<file path="src/rtl/keypad_scanner.sv">
// 4x4 active-low keypad scanner: column scan, row sync, per-frame key resolve,
// frame-level debounce and registered decode for the 24-game FSM.
//
// Debounce states:
//   state      | meaning
//   DB_PENDING | candidate seen fewer than DEBOUNCE_SCANS frames in a row
//   DB_SETTLED | candidate confirmed; stable key equals candidate
module keypad_scanner #(
    parameter int SCAN_DIV       = 1000,
    parameter int DEBOUNCE_SCANS = 4
) (
    input  logic       clk,
    input  logic       rst_n,
    input  logic [3:0] row,
    output logic [3:0] col,
    output logic [3:0] decode,
    output logic       start,
    output logic       restart,
    output logic       key_valid
);

    localparam int         DW       = (SCAN_DIV > 1) ? $clog2(SCAN_DIV) : 1;
    localparam logic [4:0] KEY_NONE = 5'd16;
    localparam logic [3:0] DB_N     = 4'(DEBOUNCE_SCANS);

    typedef enum logic {DB_PENDING, DB_SETTLED} db_state_t;

    // Key id is {row, col}; NONE sits outside the 0..15 range.
    function automatic logic [3:0] key_code(input logic [4:0] id);
        case (id)
            5'd0:    key_code = 4'd1;
            5'd1:    key_code = 4'd2;
            5'd2:    key_code = 4'd3;
            5'd3:    key_code = 4'd10;
            5'd4:    key_code = 4'd4;
            5'd7:    key_code = 4'd11;
            5'd11:   key_code = 4'd12;
            5'd15:   key_code = 4'd13;
            default: key_code = 4'd0;
        endcase
    endfunction

    function automatic logic is_mapped(input logic [4:0] id);
        is_mapped = (key_code(id) != 4'd0) || (id == 5'd12) || (id == 5'd14);
    endfunction

    logic [3:0]    row_s1, row_s2;
    logic [DW-1:0] dwell;
    logic [1:0]    col_idx;
    logic          last_dwell, frame_end;

    logic [3:0]    acc_id;
    logic [1:0]    acc_cnt;
    logic [2:0]    col_cnt, sum_cnt;
    logic [1:0]    col_row, next_cnt;
    logic [3:0]    next_id;
    logic [4:0]    frame_key;

    db_state_t     db_state;
    logic [4:0]    cand, stable;
    logic [3:0]    match;
    logic [3:0]    match_inc;

    assign last_dwell = (dwell == DW'(SCAN_DIV - 1));
    assign frame_end  = last_dwell && (col_idx == 2'd3);
    assign match_inc  = match + 4'd1;

    always_ff @(posedge clk or negedge rst_n) begin
        if (!rst_n) begin
            row_s1 <= 4'hF;
            row_s2 <= 4'hF;
        end else begin
            row_s1 <= row;
            row_s2 <= row_s1;
        end
    end

    always_ff @(posedge clk or negedge rst_n) begin
        if (!rst_n) begin
            dwell   <= '0;
            col_idx <= 2'd0;
            col     <= 4'b1110;
        end else if (last_dwell) begin
            dwell   <= '0;
            col_idx <= col_idx + 2'd1;
            col     <= ~(4'b0001 << (col_idx + 2'd1));
        end else begin
            dwell <= dwell + DW'(1);
        end
    end

    // Fold this column's sample into the running frame result.
    always_comb begin
        col_cnt = 3'd0;
        col_row = 2'd0;
        for (int r = 0; r < 4; r++) begin
            if (!row_s2[r]) begin
                col_cnt = col_cnt + 3'd1;
                col_row = 2'(r);
            end
        end
        sum_cnt   = {1'b0, acc_cnt} + col_cnt;
        next_cnt  = (sum_cnt >= 3'd2) ? 2'd2 : sum_cnt[1:0];
        next_id   = (col_cnt != 3'd0) ? {col_row, col_idx} : acc_id;
        frame_key = ((next_cnt == 2'd1) && is_mapped({1'b0, next_id})) ? {1'b0, next_id} : KEY_NONE;
    end

    always_ff @(posedge clk or negedge rst_n) begin
        if (!rst_n) begin
            acc_id  <= 4'd0;
            acc_cnt <= 2'd0;
        end else if (last_dwell) begin
            if (col_idx == 2'd3) begin
                acc_id  <= 4'd0;
                acc_cnt <= 2'd0;
            end else begin
                acc_id  <= next_id;
                acc_cnt <= next_cnt;
            end
        end
    end

    always_ff @(posedge clk or negedge rst_n) begin
        if (!rst_n) begin
            db_state  <= DB_PENDING;
            cand      <= KEY_NONE;
            stable    <= KEY_NONE;
            match     <= 4'd0;
            decode    <= 4'd0;
            start     <= 1'b0;
            restart   <= 1'b0;
            key_valid <= 1'b0;
        end else begin
            decode    <= key_code(stable);
            start     <= (stable == 5'd12);
            restart   <= (stable == 5'd14);
            key_valid <= is_mapped(stable);
            if (frame_end) begin
                if (frame_key != cand) begin
                    cand  <= frame_key;
                    match <= 4'd1;
                    if (DB_N == 4'd1) begin
                        stable   <= frame_key;
                        db_state <= DB_SETTLED;
                    end else begin
                        db_state <= DB_PENDING;
                    end
                end else if (db_state == DB_PENDING) begin
                    match <= match_inc;
                    if (match_inc == DB_N) begin
                        stable   <= cand;
                        db_state <= DB_SETTLED;
                    end
                end
            end
        end
    end

endmodule
</file>
<file path="config.mk">
export PLATFORM = sky130hd
export DESIGN_NAME = keypad_scanner
export DESIGN_NICKNAME = d
export VERILOG_FILES = /design/src/rtl/keypad_scanner.sv
export SDC_FILE = /design/constraint.sdc
export NUM_CORES = 1
export LEC_CHECK = 0
export CAP_MARGIN = 20
export CORE_UTILIZATION = 59
export DETAILED_ROUTE_END_ITERATION = 6
export GPL_TIMING_DRIVEN = 0
export HOLD_SLACK_MARGIN = 0.03
export MAX_ROUTING_LAYER = met4
export PLACE_DENSITY = 0.86
export SLEW_MARGIN = 10
export SYNTH_ARGS = -nofsm -noshare
export SYNTH_HDL_FRONTEND = slang
export SYNTH_SLANG_ARGS = --single-unit
</file>
<file path="constraint.sdc">
create_clock -name clk -period 4.5 [get_ports clk]
set_clock_uncertainty 0.05 [all_clocks]
set_input_delay 0.675 -clock clk [delete_from_list [all_inputs] [get_ports clk]]
set_output_delay 0.675 -clock clk [all_outputs]
set_load 0.005 [all_outputs]
</file>
==> impl_metrics.yaml <==
setup_path:
  cp.depth: 15
  cp_max_fo: 10
  crit_path_cell_trace: "inv_1, ha_1, buf_6, xnor2_1, ha_1, nor2_1, a31o_2, inv_2, fa_1, xnor3_1, nand3_1, a211oi_2, nand4_4, nand2_4, mux2_4"
  cpLargestDelayFamily: "adder cells"
  cp_slowest_cell: "dfstp_2"
  cp-start-kind: "register"
  crit_arrival_ns: 4.28
  cp_num_buf_inv: 3
  end_kind: "register"
  cpPeakStageDelay_ns: 0.55
  ff2ff_path_depth: 15
  cp.required_ns: 4.64
  r2r_setup_slack_ns: 0.37
  crit_top_cell: "ha_1"
  crit_type: "register to register"
synthesis:
  synth_compound_area_share_pct: 13.20
  synth-seq-cells: 52
  synth_nets: 287
  synth-simple-area-share_pct: 18.69
  yosys_warnings: 0
  yosysSeqAreaShare_pct: 47.43
  synthAdderAreaFrac_pct: 6.036
  postSynth.asyncResetShare_pct: 100.0
  avgSynthCellArea_um2: 10.33
  netlist_area_um2: 2778
  synth_top_family_by_area: "simple AND/OR/NAND/NOR gates"
  synth-edff-count: 0
  synth_cells: 269
  synth_cell_types: 61
  synth_flop_cell: "dfrtp_1"
  synth.mux.area_fraction_pct: 5.405
  synthXorXnorAreaFrac_pct: 5.225
clock_network:
  post_cts_resized: 0
  cts_tree: "yes"
  h-tree-depth: 2
  cts_root_buf: "clkbuf_8"
  clock-sinks: 52
  cts_setup_buffers: 0
  cts_max_path_buffers: 2
  clk_latency_ns: 0.31
  hold_buffers: 0
  cts_buffers: 5
  path_clk_slew_ns: 0.10
die:
  die_x_um: 70.62
  coreArea_um2: 4444
  dieArea_um2: 4986
  die-height_um: 70.62
  ioPinCount: 17
  placementRows: 24
  start_util_pct: 62.50
cells_and_area:
  antenna_cells: 0
  final_layout_size_suffix_gt1_share_pct: 13.95
  design_area_um2: 3115
  nets: 311
  multi_input_area_um2: 1349
  regArea_um2: 1318
  finish.utilization_pct: 70.10
  fill_cells: 329
  syn2layout_area_growth_pct: 12.16
route:
  drt_wl_total_um: 5275
  firstDrtPassIters: 6
  route.detailed.drc: 2
  postRouteAntennaNets: 0
  drt-wirelength-per-cell_um: 15.25
  avgViaCountPerCell: 5.971
  dr.first_iter.drc_count: 139
  vias: 2066
outcome:
  outcome: "complete, but fails checks"
  violations: "DRC"
timing:
  slew_viol_final: 0
  finalCritPeriodShare_pct: 91.84
  finalSetupViolCount: 0
  finalHoldViolations: 0
  hold-worst-slack_ns: 0.2600
  period_minus_slack_ns: 4.133
  fmax_mhz: 242.0
  relSlewSlack_pct: 58.24
  fin_tns_setup_ns: 0
  worstMarginPinSlew_ns: 0.6206
  rsz0062_at_grt: "false"
job:
  maxCapViolCount: 0
pwr:
  leakage_nw: 1.359
  power.density_nw_per_um2: 273.7
  peakVddDrop_mv: 0.2005
  p_total_uw: 852.6
global_routing:
  grt_pass1_wl_um: 9004
  grt_pass1_vias: 2079
  overflow: 0
  grt_usage_pct: 23.86
  grt_max_degree: 34
  antenna_found_initial: 0
place:
  io_buffers: 16
  dpl_cell_area_um2: 3018
  gp_congestion: 0.8216
  dp_hpwl_um: 3746
min_path:
  timing.hold.worst.class: "primary input to asynchronous set/reset pin"
==> registers in the layout, indices dropped and copies added, names as in the netlist, 4 cells and up <==
name / flops
acc_id: 4
cand: 5
col: 4
decode: 4
dwell: 10
match: 4
row_s1: 4
row_s2: 4
stable: 5
==> cells by family (layout without fill, tap and decap cells) <==
kind of cell | Yosys count | after routing
and+or+nand+nor | 99 | 99
AOI/OAI and AO/OA | 52 | 52
DFF | 52 | 52
buffers and inverters | 27 | 52
xor gates and xnor gates | 15 | 15
adders and majority gates | 13 | 13
muxes | 11 | 11
==> Yosys cell counts, types with 4 or more instances <==
| library cell | count | share of area [%] |
|---|---|---|
| o21ai_0 | 7 | 1.3 |
| a32o_1 | 4 | 1.4 |
| nand3_1 | 11 | 2.0 |
| nand2_1 | 29 | 3.9 |
| o22ai_1 | 4 | 0.90 |
| xor2_1 | 4 | 1.3 |
| dfstp_2 | 13 | 12 |
| and3_1 | 4 | 0.90 |
| o21ai_1 | 7 | 1.3 |
| xnor2_1 | 10 | 3.2 |
| a21oi_1 | 5 | 0.90 |
| nor3_1 | 6 | 1.1 |
| nor2_1 | 22 | 3.0 |
| clkbuf_1 | 7 | 0.95 |
| inv_1 | 15 | 2.0 |
| nand2b_1 | 4 | 0.90 |
| mux2i_1 | 6 | 2.2 |
| ha_1 | 11 | 5.0 |
| dfrtp_1 | 39 | 35 |
==> per-stage QoR <==
| stage | setup WS, ns | std cells |
|---|---|---|
| 5_1_grt | 0.1712 | 346 |
| 3_5_place_dp | 0.3925 | 338 |
| 3_3_place_gp | 0.4670 | 337 |
| 4_1_cts | 0.3654 | 346 |
| 2_1_floorplan | 0.7940 | 269 |
| 6_report | 0.3672 | 346 |
==> cell usage in the layout, fill, tap and decap left out, drive strengths merged, types with 4 or more instances in the layout <==
cell type	n
a21oi	5
a32o	4
and3	4
buf	6
clkbuf	13
clkdlybuf4s50	15
dfrtp	39
dfstp	13
ha	11
inv	16
mux2i	6
nand2	30
nand2b	4
nand3	12
nor2	23
nor3	6
o211ai	4
o21ai	14
o22ai	4
xnor2	10
xor2	4
==> cell type report <==
| class | instances | area share, % |
|---|---|---|
| timing repair buffer | 17 | 5.622 |
| tap | 52 | 2.088 |
| inverter | 16 | 1.928 |
| buffer | 11 | 1.647 |
| multi-input combinational | 190 | 43.29 |
| clock buffer | 6 | 2.651 |
| clock inverter | 2 | 0.4819 |
| sequential | 52 | 42.29 |
==> final timing paths <==
| kind | startpoint | endpoint |
|---|---|---|
| worst min register to register | row_s1[2] | row_s2[2] |
| worst min-delay path | rst_n | cand[3] |
| min in group clk | row_s1[2] | row_s2[2] |
| worst max-delay path | row_s2[1] | cand[1] |
| worst max register to register | row_s2[1] | cand[1] |
| max in group asynchronous | rst_n | row_s1[1] |
==> per-layer routing <==
layer | routed length [um] | global-route usage [%]
met5 | 0 | -
met4 | 76 | 8.889
met3 | 158 | 4.416
met2 | 2697 | 40.78
met1 | 2341 | 28.39
==> power breakdown <==
group	internal (mW)	switching [mW]
Clock	0.125	0.154
Sequential	0.474	0.00132
Combinational	0.0372	0.0616
Note: power is estimated with default switching activity, not from simulation.
